`config.mk`:
```
export PLATFORM = sky130hd
export DESIGN_NAME = pattern_game_ctrl
export DESIGN_NICKNAME = d
export VERILOG_FILES = /design/src/rtl/pattern_game_ctrl.sv
export SDC_FILE = /design/constraint.sdc
export NUM_CORES = 1
export LEC_CHECK = 0
export ABC_AREA = 1
export CORE_MARGIN = 2
export CORE_UTILIZATION = 59
export CTS_CLUSTER_SIZE = 20
export DETAILED_ROUTE_END_ITERATION = 8
export GPL_TIMING_DRIVEN = 1
export PLACE_DENSITY = 0.8
export SLEW_MARGIN = 20
export SYNTH_ARGS = -nofsm -noshare
export SYNTH_HDL_FRONTEND = slang
export SYNTH_SLANG_ARGS = --single-unit
```
`constraint.sdc`:
```
create_clock -name clk_i -period 3 [get_ports clk_i]
set_input_delay 0.6 -clock clk_i [delete_from_list [all_inputs] [get_ports clk_i]]
set_output_delay 0.6 -clock clk_i [all_outputs]
set_load 0.01 [all_outputs]
```
`src/rtl/pattern_game_ctrl.sv`:
```
// pattern_game_ctrl: sequencer for a pattern memorization game.
// A round generates a pseudo-random LED pattern, plays it back, collects the
// player's presses, and ends in WIN or LOSE.
//
// Ports:
//   clk_i        system clock
//   rst_ni       asynchronous active-low reset
//   blink_tick_i one-cycle strobe at blink rate
//   start_i      one-cycle request to begin a round
//   len_cfg_i    requested pattern length (clamped to 1..MAX_LEN)
//   seed_i       LFSR seed, latched on an accepted start (0 -> 16'hACE1)
//   btn_i        one-cycle debounced press pulses
//   led_o        LED drive
//   busy_o       high from accepted start until WIN/LOSE
//   win_o        held high in WIN
//   lose_o       held high in LOSE
//   step_o       current pattern index
//
// Optional feature macro: PLAYER_ECHO_EN
//   When defined, a correct press lights its LED until the next blink tick or press.
//
// state    | meaning
// ---------+-------------------------------------------------
// IDLE     | after reset, waiting for start
// GEN      | fill one pattern entry per cycle from the LFSR
// SHOW_ON  | current entry lit for ON_TICKS blink ticks
// SHOW_OFF | all LEDs dark for one blink tick
// INPUT    | compare presses against the pattern, with timeout
// WIN      | whole pattern entered correctly
// LOSE     | wrong press or timeout
module pattern_game_ctrl #(
  parameter int NUM_LEDS      = 4,
  parameter int MAX_LEN       = 16,
  parameter int ON_TICKS      = 2,
  parameter int TIMEOUT_TICKS = 20
) (
  input  logic                       clk_i,
  input  logic                       rst_ni,
  input  logic                       blink_tick_i,
  input  logic                       start_i,
  input  logic [$clog2(MAX_LEN):0]   len_cfg_i,
  input  logic [15:0]                seed_i,
  input  logic [NUM_LEDS-1:0]        btn_i,
  output logic [NUM_LEDS-1:0]        led_o,
  output logic                       busy_o,
  output logic                       win_o,
  output logic                       lose_o,
  output logic [$clog2(MAX_LEN)-1:0] step_o
);

  localparam int SW   = $clog2(MAX_LEN);
  localparam int LW   = SW + 1;
  localparam int IW   = $clog2(NUM_LEDS);
  localparam int CMAX = (TIMEOUT_TICKS > ON_TICKS) ? TIMEOUT_TICKS : ON_TICKS;
  localparam int CW   = $clog2(CMAX + 1);

  typedef enum logic [2:0] {
    S_IDLE, S_GEN, S_SHOW_ON, S_SHOW_OFF, S_INPUT, S_WIN, S_LOSE
  } state_e;

  state_e              state_q, state_d;
  logic [15:0]         lfsr_q, lfsr_d;
  logic [LW-1:0]       len_q, len_d;
  logic [SW-1:0]       step_q, step_d;
  logic [CW-1:0]       cnt_q, cnt_d;
  logic [IW-1:0]       pat_q [MAX_LEN];
  logic [IW-1:0]       pat_d [MAX_LEN];
  logic [NUM_LEDS-1:0] led_q, led_d;
  logic                busy_q, busy_d, win_q, win_d, lose_q, lose_d;
  logic [NUM_LEDS-1:0] echo_q, echo_d;
  logic                last;
  logic [NUM_LEDS-1:0] exp_oh;

  function automatic logic [15:0] lfsr_next(input logic [15:0] v);
    return (v >> 1) ^ (v[0] ? 16'hB400 : 16'h0000);
  endfunction

  function automatic logic [NUM_LEDS-1:0] onehot(input logic [IW-1:0] idx);
    return NUM_LEDS'(1) << idx;
  endfunction

  assign last   = ({1'b0, step_q} == (len_q - LW'(1)));
  assign exp_oh = onehot(pat_q[step_q]);

  always_ff @(posedge clk_i or negedge rst_ni) begin
    if (!rst_ni) begin
      state_q <= S_IDLE;
      lfsr_q  <= '0;
      len_q   <= '0;
      step_q  <= '0;
      cnt_q   <= '0;
      for (int i = 0; i < MAX_LEN; i++) pat_q[i] <= '0;
      led_q   <= '0;
      busy_q  <= 1'b0;
      win_q   <= 1'b0;
      lose_q  <= 1'b0;
      echo_q  <= '0;
    end else begin
      state_q <= state_d;
      lfsr_q  <= lfsr_d;
      len_q   <= len_d;
      step_q  <= step_d;
      cnt_q   <= cnt_d;
      pat_q   <= pat_d;
      led_q   <= led_d;
      busy_q  <= busy_d;
      win_q   <= win_d;
      lose_q  <= lose_d;
      echo_q  <= echo_d;
    end
  end

  always_comb begin
    state_d = state_q;
    lfsr_d  = lfsr_q;
    len_d   = len_q;
    step_d  = step_q;
    cnt_d   = cnt_q;
    pat_d   = pat_q;
    echo_d  = '0;
    case (state_q)
      S_IDLE, S_WIN, S_LOSE: begin
        if (start_i) begin
          state_d = S_GEN;
          step_d  = '0;
          lfsr_d  = (seed_i == 16'h0000) ? 16'hACE1 : seed_i;
          if (len_cfg_i == '0)                 len_d = LW'(1);
          else if (len_cfg_i > LW'(MAX_LEN))   len_d = LW'(MAX_LEN);
          else                                 len_d = len_cfg_i;
        end
      end
      S_GEN: begin
        lfsr_d        = lfsr_next(lfsr_q);
        pat_d[step_q] = lfsr_d[IW-1:0];
        if (last) begin
          step_d  = '0;
          cnt_d   = CW'(ON_TICKS);
          state_d = S_SHOW_ON;
        end else begin
          step_d = step_q + SW'(1);
        end
      end
      S_SHOW_ON: begin
        if (blink_tick_i) begin
          if (cnt_q == CW'(1)) state_d = S_SHOW_OFF;
          else                 cnt_d   = cnt_q - CW'(1);
        end
      end
      S_SHOW_OFF: begin
        if (blink_tick_i) begin
          if (last) begin
            step_d  = '0;
            cnt_d   = CW'(TIMEOUT_TICKS);
            state_d = S_INPUT;
          end else begin
            step_d  = step_q + SW'(1);
            cnt_d   = CW'(ON_TICKS);
            state_d = S_SHOW_ON;
          end
        end
      end
      S_INPUT: begin
        echo_d = echo_q;
        // A press wins over a coincident tick; the tick is simply dropped.
        if (btn_i != '0) begin
          echo_d = '0;
          if (btn_i == exp_oh) begin
            if (last) begin
              state_d = S_WIN;
            end else begin
              step_d = step_q + SW'(1);
              cnt_d  = CW'(TIMEOUT_TICKS);
              echo_d = btn_i;
            end
          end else begin
            state_d = S_LOSE;
          end
        end else if (blink_tick_i) begin
          echo_d = '0;
          if (cnt_q == CW'(1)) state_d = S_LOSE;
          else                 cnt_d   = cnt_q - CW'(1);
        end
      end
      default: state_d = S_IDLE;
    endcase
  end

  // Outputs are decoded from the next state so they register in step with it.
  always_comb begin
    led_d  = '0;
    busy_d = 1'b0;
    win_d  = 1'b0;
    lose_d = 1'b0;
    case (state_d)
      S_GEN, S_SHOW_OFF: busy_d = 1'b1;
      S_SHOW_ON: begin
        busy_d = 1'b1;
        led_d  = onehot(pat_d[step_d]);
      end
      S_INPUT: begin
        busy_d = 1'b1;
`ifdef PLAYER_ECHO_EN
        led_d  = echo_d;
`else
        led_d  = '0;
`endif
      end
      S_WIN: begin
        win_d = 1'b1;
        led_d = '1;
      end
      S_LOSE:  lose_d = 1'b1;
      default: led_d  = '0;
    endcase
  end

  assign led_o  = led_q;
  assign busy_o = busy_q;
  assign win_o  = win_q;
  assign lose_o = lose_q;
  assign step_o = step_q;

endmodule

```
## Yosys cells after proc, flatten, opt, wreduce, memory -nomap -nowiden

Index checks and enable logic that the tools add are counted.

- Reductions and logical operators: 12
- Order comparisons: 4
- Muxes and demuxes: 48
- Shift-type cells: 2
- Equality and inequality tests: 20
- Bitwise gates (word level): 3
- Add/subtract/negate cells: 3

Operators by type and width:

| operator | number |
|---|---|
| $mux W5 | 10 |
| $mux W16 | 3 |
| $mux W3 | 11 |
| $bwmux W32 | 1 |
| $mux W32 | 1 |
| $pmux W16 S2 | 1 |
| $mux W4 | 6 |
| $pmux W5 S4 | 1 |
| $eq A3 B3 Y1 const B | 6 |
| $bmux W2 S4 | 2 |
| $logic_not A16 Y1 | 1 |
| $pmux W4 S4 | 1 |
| $xor A15 B16 Y16 | 1 |
| $pmux W3 S5 | 1 |
| $eq A3 B2 Y1 const B | 4 |
| $ge A5 B5 Y1 const B | 2 |
| $mux W2 | 5 |
| $not A4 Y5 | 2 |
| $sub A5 B1 Y5 const B | 2 |
| $demux W2 S4 | 1 |
| $pmux W4 S2 | 1 |
| $reduce_bool A4 Y1 | 2 |
| $shl A1 B2 Y4 const A | 2 |
| $eq A3 B1 Y1 const B | 2 |
| 17 further kinds | 23 |

- Register bits after elaboration: 72
- Output and inout bits: 11
- Word-level logic and storage cells: 117
- Bits of input ports: 29

## Depth between registers and ports, before layout

Gate-level depths: netlist (run 1).

- Depth in word-level cells: 15
- Depth in mapped cells: 25
- Mapped depth without buffers: 24

## Least setup slack after synthesis (run 1)

No wires, ideal clock.

- Kind: register -> register
- From: reg len_q[0]
- To: reg led_q[2] (netlist: led_o[2])
- Arrival: 2.442 ns
- Library setup time: 0.118 ns
- Cell stages (with the launch flop): 21
- Clock period less this slack: 2.561 ns
- Required time: 2.882 ns
- Slack: 0.439 ns
- Buffers on the path: 1
- Cell sequence: dfrtp_1 inv_1 ha_1 or2_2 nand4_1 nor2_1 nand2_2 ha_1 nand4_1 nand3_2 nand2_4 nand2_4 buf_6 nand2_2 nand3_1 nand3_1 nand3_1 nand2_2 inv_2 nand3_1 nand2_1

- Word-level cells in the longest chain between the ends: 12
- Elaborated cells on any way between the ends: 23
- Those cells by class: add/sub (1); eq/ne (3); shift (1); mux (17); bitwise (1)

RTL lines:

| item | line | RTL |
|---|---|---|
| start: declaration | 63 | `logic [LW-1:0] len_q, len_d;` |
| start signal: assignment | 101 | `len_q <= len_d;` |
| $sub A5 B1 Y5 * | 82 | `assign last = ({1'b0, step_q} == (len_q - LW'(1)));` |
| $eq A4 B5 Y1 * | 82 |  |
| $mux W4 | 168 | `if (last) begin` |
| $mux W4 | 167 | `if (btn_i == exp_oh) begin` |
| $mux W4 | 165 | `if (btn_i != '0) begin` |
| $pmux W4 S4 | 121 | `case (state_q)` |
| $not A4 Y5 (implied by the code) | 198 | `led_d = onehot(pat_d[step_d]);` |
| $bmux W2 S4 | 198 |  |
| $mux W2 (implied by the code) (2 in series) | 198 |  |
| $shl A1 B2 Y4 | 79 | `return NUM_LEDS'(1) << idx;` |
| $pmux W4 S2 * | 194 | `case (state_d)` |
| named net led_d[2] | 68 | `logic [NUM_LEDS-1:0] led_q, led_d;` |
| end signal: assignment | 105 | `led_q <= led_d;` |
| end: declaration | 68 |  |

Mark *: on every way through the listed nets, which the timed path passes. The rest lies on a longest branch. The select of a mux whose other input is x is not followed.
A chain may end at the register's enable or synchronous reset.

## Final worst setup path (run 1)

- From: reg state_q[0]
- To: reg led_q[2] (netlist: led_o[2])

- Word-level cells in the longest chain between the ends: 9
- Elaborated cells on any way between the ends: 29
- Those cells by class: eq/ne (8); shift (1); mux (17); bitwise (1); reduce/logical (2)

RTL lines:

| item | line | RTL |
|---|---|---|
| start: declaration | 61 | `state_e state_q, state_d;` |
| start signal: assignment | 99 | `state_q <= state_d;` |
| $eq A3 B3 Y1 or $logic_not A3 Y1 (tied branches) | 121 |  |
| $reduce_or A3 Y1 | 121 |  |
| $pmux W4 S4 * | 121 |  |
| named net step_d[1] | 64 | `logic [SW-1:0] step_q, step_d;` |
| $not A4 Y5 (implied by the code) * | 198 |  |
| $bmux W2 S4 * | 198 |  |
| $mux W2 (implied by the code) * (2 in series) | 198 |  |
| $shl A1 B2 Y4 * | 79 |  |
| $pmux W4 S2 * | 194 |  |
| named net led_d[2] | 68 |  |

Marks and branches as above.

==> results of run 1 <==
per-stage QoR:
step / area [sq um] / instances / hold slack (ns) / power (mW)
CTS: 5443 / 833 / 0.3321 / 6.903
finish: 5644 / 841 / 0.3051 / 7.516
floorplan: 4708 / 675 / 0.3044 / 5.049
global placement: 5246 / 817 / 0.4591 / 5.941
global route: 5644 / 841 / 0.3773 / 8.125
detailed placement: 5246 / 817 / 0.4616 / 6.099
registers in the layout, summed over array words and instances (netlist names):
| register | cells |
|---|---|
| win_o | 1 |
| pat_q | 32 |
| lfsr_q | 16 |
| busy_o | 1 |
| cnt_q | 5 |
| led_o | 4 |
| lose_o | 1 |
| step_o | 4 |
| len_q | 5 |
| state_q | 3 |
synth_stat cells (2+ instances only):
library cell | number | area share
or4_1 | 3 | 0.0048
nand2_1 | 175 | 0.14
xor2_1 | 7 | 0.013
o21ai_2 | 2 | 0.0037
a31oi_1 | 2 | 0.0027
o22ai_1 | 11 | 0.015
or2_2 | 2 | 0.0027
a211oi_1 | 3 | 0.0048
inv_2 | 14 | 0.011
nand4_1 | 5 | 0.0066
nand3_2 | 2 | 0.0043
nand2_2 | 14 | 0.019
buf_2 | 4 | 0.0043
dfrtp_1 | 72 | 0.38
o211ai_1 | 4 | 0.0064
nor2_1 | 51 | 0.041
nand3_1 | 72 | 0.077
o21a_1 | 8 | 0.013
nor3_1 | 3 | 0.0032
o21ai_1 | 3 | 0.0032
clkbuf_1 | 5 | 0.0040
xnor2_1 | 4 | 0.0074
nor2_4 | 2 | 0.0048
nor2_2 | 3 | 0.0040
ha_1 | 8 | 0.021
inv_1 | 121 | 0.096
nand2_4 | 2 | 0.0048
a21oi_1 | 4 | 0.0043
o221ai_1 | 3 | 0.0056
o21ai_0 | 45 | 0.048
buf_6 | 4 | 0.0096
worst max-delay path: cells and delay by family, from the launching register on:
kind	cells	cell delay [ns]
and+or+nand+nor	12	1.07
AOI/OAI and AO/OA	4	0.89
DFF	1	0.43
buffers and inverters	4	0.34
layout make-up:
type                    instances  area, sq um  share of cell area
clock buffers                  10        127.6             0.02261
clock inverters                 6        68.82             0.01219
inverters                     136        510.5             0.09045
multi-input cells             453         2397              0.4247
flip-flops and latches         72         1804              0.3197
well taps                     102        127.6             0.02261
repair buffers                 62        608.1              0.1077
worst paths after layout:
path | startpoint | endpoint | slack (ns) | cells past startpoint
min reg2reg | lfsr_q[12] | lfsr_q[12] | 0.48 | 2
max | state_q[0] | led_o[2] | 0.16 | 20
max reg2reg | state_q[0] | led_o[2] | 0.16 | 20
max in group asynchronous | rst_ni | step_o[3] | 1.99 | 2
min | rst_ni | pat_q[20] | 0.31 | 1
min in group clk_i | lfsr_q[12] | lfsr_q[12] | 0.48 | 2
logic make-up (layout without fill, tap and decap cells):
kind of cell,Yosys count,after routing
AND/OR/NAND/NOR,338,339
buffers and inverters,152,214
AO/OA/AOI/OAI,94,95
flip-flops,72,72
XOR/XNOR,11,11
adder cells (fa/ha/maj),8,8
layer usage:
metal  up-vias  part of all wire  global-route usage
met5         -                 0                   0
met3        46             0.072             0.03304
met1      2201              0.42              0.3792
met2       238              0.48              0.4982
met4         0             0.031              0.1201
li1       2254                 -                   -
timing repair:
item	in CTS	in global routing
hold endpoints to repair	0	0
endpoints found under the setup margin	0	4
setup buffers	0	5
resized for setup	0	23
where the power goes:
part / total, mW / internal, mW / switching, mW
combinational: 5.08 / 1.86 / 3.21
clock: 0.779 / 0.389 / 0.391
sequential: 1.66 / 1.38 / 0.279
==> metrics.yaml, run 1 <==
yosys:
  synth.avg_cell_area_sq_um: 6.975
  syn_inst: 675
  yosys_warnings: 0
  ys_ff_latch: 72
  synth_mux_area_frac: 0
  netlist_area_sq_um: 4708
  synth_compound_area_frac: 0.1238
  async_flop_share: 1.000
  synth_top_family_by_area: "simple AND/OR/NAND/NOR gates"
  synth_xor_area_frac: 0.02046
  ys_types: 48
  synthAdderAreaFrac: 0.02126
  ys_seq_area_frac: 0.3827
  synth_simple_gate_area_frac: 0.3189
  synth_top_flop_cell: "dfrtp_1"
  synth-edff-count: 0
  synth_nets: 712
detailed_routing:
  antenna_left: 0
  viasPerCell: 5.635
  drcViolationCount: 0
  avgRoutedWirePerCell_microns: 14.91
  drtIter0Drc: 325
  vias: 4739
  firstDrtPassIters: 5
  wl_mm: 12.54
sta:
  setup_ws_ns: 0.1624
  max_freq_mhz: 352.4
  fin_crit_ns: 2.838
  worst_clock_skew_ns: 0.008544
  setup_tns_ns: 0
  finalSetupViolations: 0
  drv_slew: 0
  hold_violations: 0
  relSlewSlack: 0.5132
  period_share: 0.9459
  tightest_slew_ns: 0.7302
critical_path:
  worstPathArrival_ns: 3.08
  crit_top_cell: "nand3_1"
  crit_fanout: 5
  worstSetupStartpointType: "register"
  required_ns: 3.24
  cp_slowest_stage_delay_ns: 0.43
  cp-end-kind: "register"
  slowest_stage: "dfrtp_1"
  worstPathCellList: "nand2_1 -> nor2_1 -> inv_2 -> nand2_2 -> nor2_1 -> nand2_1 -> inv_2 -> nand2_2 -> o21ai_1 -> inv_1 -> o21ai_1 -> a21oi_4 -> a21oi_4 -> nand3_1 -> nand3_1 -> nand3_1 -> nand2_2 -> inv_2 -> nand3_1 -> nand2_1"
  worstSetupPathType: "reg -> reg"
clock_tree:
  cts_tree: "built"
  clock_latency_ns: 0.35
  clk_path_buf_depth: 2
  cts_sinks: 72
  postCtsHoldBufs: 0
  ctsRootBufferMaster: "clkbuf_8"
  htree_levels: 3
  cts_made_buffers: 9
  path_clk_slew_ns: 0.08
global_route:
  grt_pass1_wl_mm: 20.03
  antenna_found_initial: 0
  grt_max_degree: 42
  grt_pass1_vias: 4331
  gr-usage-all-layers: 0.2924
  grt_overflow: 0
die:
  die_x_microns: 93.33
  core_area_sq_um: 7727
  num_io_pins: 40
  dieArea_sq_um: 8710
  start_util: 0.6093
  dieHeight_microns: 93.33
  row_count: 32
placement:
  dp_hpwl_mm: 8.996
  portBuffers: 39
  dp_slack_ns: 0.05250
  gp_congestion: 0.9111
cells_and_area:
  drive_gt1_frac: 0.1286
  fillers: 623
  final_common_cell: "nand2_1"
  fin_util: 0.7304
  final_cell_mix: "173 x nand2_1, 120 x inv_1, 71 x nand3_1, 70 x dfrtp_1, 50 x nor2_1"
  area_growth_pct: 19.88
  diodes: 0
  nNetsFinal: 771
power:
  ir_drop_v: 0.0006865
  powerDensity_nw_per_um2: 1332
  p_leak_nw: 3.058
flow_run:
  max_cap_viol_count: 0
hold_path:
  hold_class: "in -> async"
run_status:
  outcome: "complete, no violations"
No activity file was read; power rests on OpenSTA's default activity.
==> run 2: changes to the inputs <==
Settings changed: CTS_CLUSTER_DIAMETER set to 80.
==> results of run 2 <==
Same layout as run 1: the final DEF is identical, and so are final timing and power.
